<file path="src/rtl/fifo_burst_reader.sv">
// ============================================================================
// Module   : fifo_burst_reader
// Brief    : Pops a fixed-length burst from a FIFO read port and forwards it
//            on a valid/ready stream through a 2-entry skid buffer.
// Revision : 1.0 - initial release
// ============================================================================
`default_nettype none

module fifo_burst_reader #(
   parameter int DATA_LEN = 32,
   parameter int BURST_W  = 8,
   parameter int WAIT_W   = 16
) (
   input  logic                clk,
   input  logic                rst_n,
   input  logic                start_i,
   input  logic [BURST_W-1:0]  burst_len_i,
   output logic                busy_o,
   output logic                done_o,
   input  logic                rempty_i,
   input  logic [DATA_LEN-1:0] rdata_i,
   output logic                rincr_o,
   output logic [DATA_LEN-1:0] m_data_o,
   output logic                m_last_o,
   output logic                m_valid_o,
   input  logic                m_ready_i,
   output logic [WAIT_W-1:0]   wait_cnt_o
);

   typedef enum logic [1:0] {
      S_IDLE  = 2'd0,
      S_RUN   = 2'd1,
      S_DRAIN = 2'd2,
      S_DONE  = 2'd3
   } state_t;

   localparam logic [WAIT_W-1:0]  c_wait_max = '1;
   localparam logic [BURST_W-1:0] c_one      = BURST_W'(1);

   state_t              r_state;
   state_t              w_state_nxt;
   logic [BURST_W-1:0]  r_remaining;
   logic [1:0]          r_cnt;
   logic [1:0]          w_cnt_nxt;
   logic [DATA_LEN-1:0] r_head_data;
   logic                r_head_last;
   logic [DATA_LEN-1:0] r_tail_data;
   logic                r_tail_last;
   logic [WAIT_W-1:0]   r_wait_cnt;
   logic                w_push;
   logic                w_pop;
   logic                w_in_last;
   logic                w_accept;

   // A pop is the only way a word enters the skid buffer.
   assign w_push    = (r_state == S_RUN) && !rempty_i && (r_remaining != '0) && (r_cnt != 2'd2);
   assign w_pop     = (r_cnt != 2'd0) && m_ready_i;
   assign w_in_last = (r_remaining == c_one);
   assign w_accept  = (r_state == S_IDLE) && start_i;

   always_comb begin
      w_cnt_nxt = r_cnt;
      if (w_push && !w_pop) begin
         w_cnt_nxt = r_cnt + 2'd1;
      end else if (!w_push && w_pop) begin
         w_cnt_nxt = r_cnt - 2'd1;
      end
   end

   always_ff @(posedge clk or negedge rst_n) begin
      if (!rst_n) begin
         r_state <= S_IDLE;
      end else begin
         r_state <= w_state_nxt;
      end
   end

   always_comb begin
      w_state_nxt = r_state;
      case (r_state)
         S_IDLE: begin
            if (start_i) begin
               w_state_nxt = (burst_len_i != '0) ? S_RUN : S_DONE;
            end
         end
         S_RUN: begin
            if (w_push && w_in_last) begin
               w_state_nxt = (w_cnt_nxt == 2'd0) ? S_DONE : S_DRAIN;
            end
         end
         S_DRAIN: begin
            if ((r_cnt == 2'd1) && w_pop && !w_push) begin
               w_state_nxt = S_DONE;
            end
         end
         S_DONE:  w_state_nxt = S_IDLE;
         default: w_state_nxt = S_IDLE;
      endcase
   end

   always_ff @(posedge clk or negedge rst_n) begin
      if (!rst_n) begin
         r_remaining <= '0;
         r_wait_cnt  <= '0;
      end else begin
         if (w_accept) begin
            r_remaining <= burst_len_i;
         end else if (w_push) begin
            r_remaining <= r_remaining - c_one;
         end
         // Stall count survives the burst so software can read it afterwards.
         if (w_accept) begin
            r_wait_cnt <= '0;
         end else if ((r_state == S_RUN) && (r_remaining != '0) && rempty_i &&
                      (r_wait_cnt != c_wait_max)) begin
            r_wait_cnt <= r_wait_cnt + WAIT_W'(1);
         end
      end
   end

   always_ff @(posedge clk or negedge rst_n) begin
      if (!rst_n) begin
         r_cnt       <= 2'd0;
         r_head_data <= '0;
         r_head_last <= 1'b0;
         r_tail_data <= '0;
         r_tail_last <= 1'b0;
      end else begin
         r_cnt <= w_cnt_nxt;
         // Push together with pop only happens at cnt==1, so the new word
         // becomes head directly; otherwise the tail slides forward.
         if (w_pop) begin
            if (w_push) begin
               r_head_data <= rdata_i;
               r_head_last <= w_in_last;
            end else begin
               r_head_data <= r_tail_data;
               r_head_last <= r_tail_last;
            end
         end else if (w_push) begin
            if (r_cnt == 2'd0) begin
               r_head_data <= rdata_i;
               r_head_last <= w_in_last;
            end else begin
               r_tail_data <= rdata_i;
               r_tail_last <= w_in_last;
            end
         end
      end
   end

   assign busy_o     = (r_state != S_IDLE);
   assign done_o     = (r_state == S_DONE);
   assign rincr_o    = w_push;
   assign m_valid_o  = (r_cnt != 2'd0);
   assign m_data_o   = r_head_data;
   assign m_last_o   = r_head_last;
   assign wait_cnt_o = r_wait_cnt;

endmodule

`default_nettype wire

</file>
<file path="config.mk">
export PLATFORM = sky130hd
export DESIGN_NAME = fifo_burst_reader
export DESIGN_NICKNAME = d
export VERILOG_FILES = /design/src/rtl/fifo_burst_reader.sv
export SDC_FILE = /design/constraint.sdc
export NUM_CORES = 1
export LEC_CHECK = 0
export ABC_AREA = 1
export ABC_CLOCK_PERIOD_IN_PS = 1750
export BUFFER_PORTS_ARGS = -buffer_cell sky130_fd_sc_hd__buf_2
export CAP_MARGIN = 20
export CORE_UTILIZATION = 25
export CTS_CLUSTER_SIZE = 16
export DETAILED_ROUTE_END_ITERATION = 12
export PLACE_DENSITY = 0.54
export SLEW_MARGIN = 20
export SYNTH_ARGS = -nofsm -noshare
export SYNTH_HDL_FRONTEND = slang
export SYNTH_SLANG_ARGS = --single-unit
</file>
<file path="constraint.sdc">
create_clock -name clk -period 1.75 [get_ports clk]
set_input_delay 0.175 -clock clk [delete_from_list [all_inputs] [get_ports clk]]
set_output_delay 0.175 -clock clk [all_outputs]
set_load 0.05 [all_outputs]
</file>
==> flow_metrics.env <==
export IMPL_cts_sinks=94
export IMPL_peakVddDrop_mv=0.453
export IMPL_tightest_slew_ps=375
export IMPL_grt_usage_pct=12.5
export IMPL_p_leak_nw=3.31
export IMPL_pwr_share_clk_pct=46.7
export IMPL_ios=98
export IMPL_fin_area_sq_um=6670
export IMPL_clock_fmax_ghz=0.566
export IMPL_dp_hpwl_um=8300
export IMPL_postPlaceCellArea_sq_um=5940
export IMPL_preCtsSetupSlack_ps=-20.6
export IMPL_antenna_found_initial=2
export IMPL_clk_pin_slew_ps=70
export IMPL_cpPeakStageDelay_ps=390
export IMPL_timing_final_ws_setup_ps=-16.8
export IMPL_synth_cells=560
export IMPL_worstSetupPathType="flop to output port"
export IMPL_die_w_um=143
export IMPL_slowest_stage="dfrtp_1"
export IMPL_yosys_top_cells_area="dfrtp_1, nand2_1, inv_1, o21ai_0, o211ai_1"
export IMPL_crit_fanout=6
export IMPL_syn_nets=616
export IMPL_rows=51
export IMPL_comb_power_share_pct=3.8
export IMPL_io_buffers=97
export IMPL_grt_pass1_vias=3873
export IMPL_crit_path_end_kind="output port"
export IMPL_num_vias=4168
export IMPL_final_common_cell="nand2_1"
export IMPL_start_util_pct=25.5
export IMPL_drive_gt1_share_pct=34.6
export IMPL_relSlewSlack_pct=75.0
export IMPL_numCtsBuffers=9
export IMPL_skew_ps=8.68
export IMPL_cts_tree="built"
export IMPL_hold_viol_final=0
export IMPL_die_area_sq_um=20500
export IMPL_coreArea_sq_um=19500
export IMPL_period_share_pct=101
export IMPL_layout_common_cells="nand2_1, buf_2, dfrtp_1, inv_1, o21ai_1"
export IMPL_power_density_nw_per_um2=657
export IMPL_vias_per_cell=4.32
export IMPL_setup_violations=1
export IMPL_wl_per_cell_um=13.4
export IMPL_p_int_mw=3.36
export IMPL_wl_um=13000
export IMPL_drv_cap=0
export IMPL_drc=0
export IMPL_clockRootBuffer="clkbuf_16"
export IMPL_path_cells="inv_2, ha_4, nand2_4, nor2_4, nand2_2, nand3_4, inv_6, buf_8"
export IMPL_hp_class="input pin to flop"
export IMPL_clockBufferDepth=2
export IMPL_place_congestion=0.784
export IMPL_synth_top_area_share_pct=47.2
export IMPL_status="finished with violations"
export IMPL_grt_pass1_wl_um=19800
export IMPL_synth_area_sq_um=4980
export IMPL_seq_power_share_pct=49.5
export IMPL_nets=751
export IMPL_worstSkewPairLatency_ps=350
export IMPL_ys_types=40
export IMPL_ys_seq_area_share_pct=47.2
export IMPL_yosys_register_bits=94
export IMPL_violations="setup timing"
export IMPL_cp_top_family="flip-flops"
export IMPL_switching_power_mw=1.02
export IMPL_diodes=0
export IMPL_h_tree_depth=3
export IMPL_slew_viol_final=0
export IMPL_area_growth_pct=33.8
export IMPL_ant_nets=0
export IMPL_dr_pass1_iters=5
export IMPL_die_y_um=143
export IMPL_rsz0062_at_grt="true"
export IMPL_arrival_ps=1590
export IMPL_grt_overflow=0
export IMPL_switching_share_pct=23.3
export IMPL_path_buf_inv=3
export IMPL_ys_warn_count=0
export IMPL_syn_area_per_cell_sq_um=8.90
export IMPL_instances_no_fill=965
export IMPL_fin_util_pct=34.1
export IMPL_grt_max_degree=53
export IMPL_required_ps=1570
export IMPL_period_minus_slack_ps=1770
export IMPL_drt_iter0_drc=199
export IMPL_synth_top_area_cell="dfrtp_1"
export IMPL_cp_start_kind="flop"
export IMPL_dp_cells=929
## path summary, 6_finish.rpt
path                           startpoint             end  slack (ps)  cells past startpoint
max                        r_remaining[0]         rincr_o         -20                      8
min                        burst_len_i[5]  r_remaining[5]          60                      3
max reg2reg                r_remaining[0]    m_data_o[18]          10                     11
min reg2reg                r_tail_data[8]  r_tail_data[8]         490                      2
max in group asynchronous           rst_n   wait_cnt_o[1]         890                      3
min in group asynchronous           rst_n    m_data_o[14]         290                      2
## cell usage after synthesis, drive strengths merged
cell type / instances
a21oi: 7
a22oi: 3
a31oi: 2
a32oi: 1
and3: 1
buf: 22
clkbuf: 4
dfrtp: 94
ha: 11
inv: 94
mux2: 1
nand2: 125
nand3: 24
nand3b: 6
nand4: 6
nor2: 26
nor3: 7
nor4: 2
o211ai: 35
o21ai: 74
o221ai: 3
xnor2: 5
xor2: 7
## power by group through the flow
stage                     Combinational (mW)  Clock [mW]  Sequential, mW
final                                  0.166        2.04            2.17
after global routing                   0.192        2.23            2.17
after CTS                              0.171        2.14            2.17
after detailed placement               0.168           0            2.21
after global placement                 0.168           0            2.21
after floorplan                       0.0428           0            2.21
## state kept, by name, indices dropped and copies added (netlist names)
signal       flops
m_data_o        32
m_last_o         1
r_cnt            2
r_remaining      8
r_state          2
r_tail_data     32
r_tail_last      1
wait_cnt_o      16
## tightest hold or removal path, delay by kind of cell
family          cells  cell delay, ps
buf+inv             1              90
simple gates        1              60
compound gates      1              50
## metrics by stage
stage / hold slack, ps / setup TNS [ps] / total power [mW]
global route: 55.2 / -3180 / 4.59
detailed placement: 128 / -59.9 / 2.38
floorplan: -121 / -1470 / 2.26
global placement: 120 / 0 / 2.38
CTS: 46.6 / -5.65 / 4.48
finish: 59.8 / -16.8 / 4.38
## layout make-up
cell class                      instances  area [sq um]
Tap cell                              265           332
Multi-Input combinational cell        346          2170
Timing Repair Buffer                  150          1140
Inverter                               94           364
Sequential cell                        94          2360
Clock inverter                          5          65.1
Clock buffer                           11           233
Fill cell                            2067         12900
## per-layer routing
metal	track usage, %	wire length [um]	vias to the layer above
li1	-	-	2089
met1	16.5	6230	1954
met2	19.7	5980	108
met3	4.23	640	13
met4	2.72	99	4
met5	0	22	-
## repair_timing
| item | CTS | global route |
|---|---|---|
| setup buffers | 5 | 6 |
| pin swaps | 2 | 16 |
| resized for setup | 9 | 52 |
| gates cloned | 0 | 8 |
| hold buffers | 1 | 0 |
| endpoints found under the setup margin | 32 | 86 |
| endpoints found under the hold margin | 24 | 0 |
## kinds of logic (layout without fill, tap and decap cells)
group,count (synthesis),after routing,synth area share (%)
AO/OA/AOI/OAI,125,125,17.2
XOR/XNOR,12,12,2.11
adder cells (fa/ha/maj),11,11,2.76
buffers and inverters,120,260,12.7
flip-flops,94,94,47.2
multiplexers,1,1,0.301
AND/OR/NAND/NOR,197,197,17.7
Power figures use the tool's default switching activity.
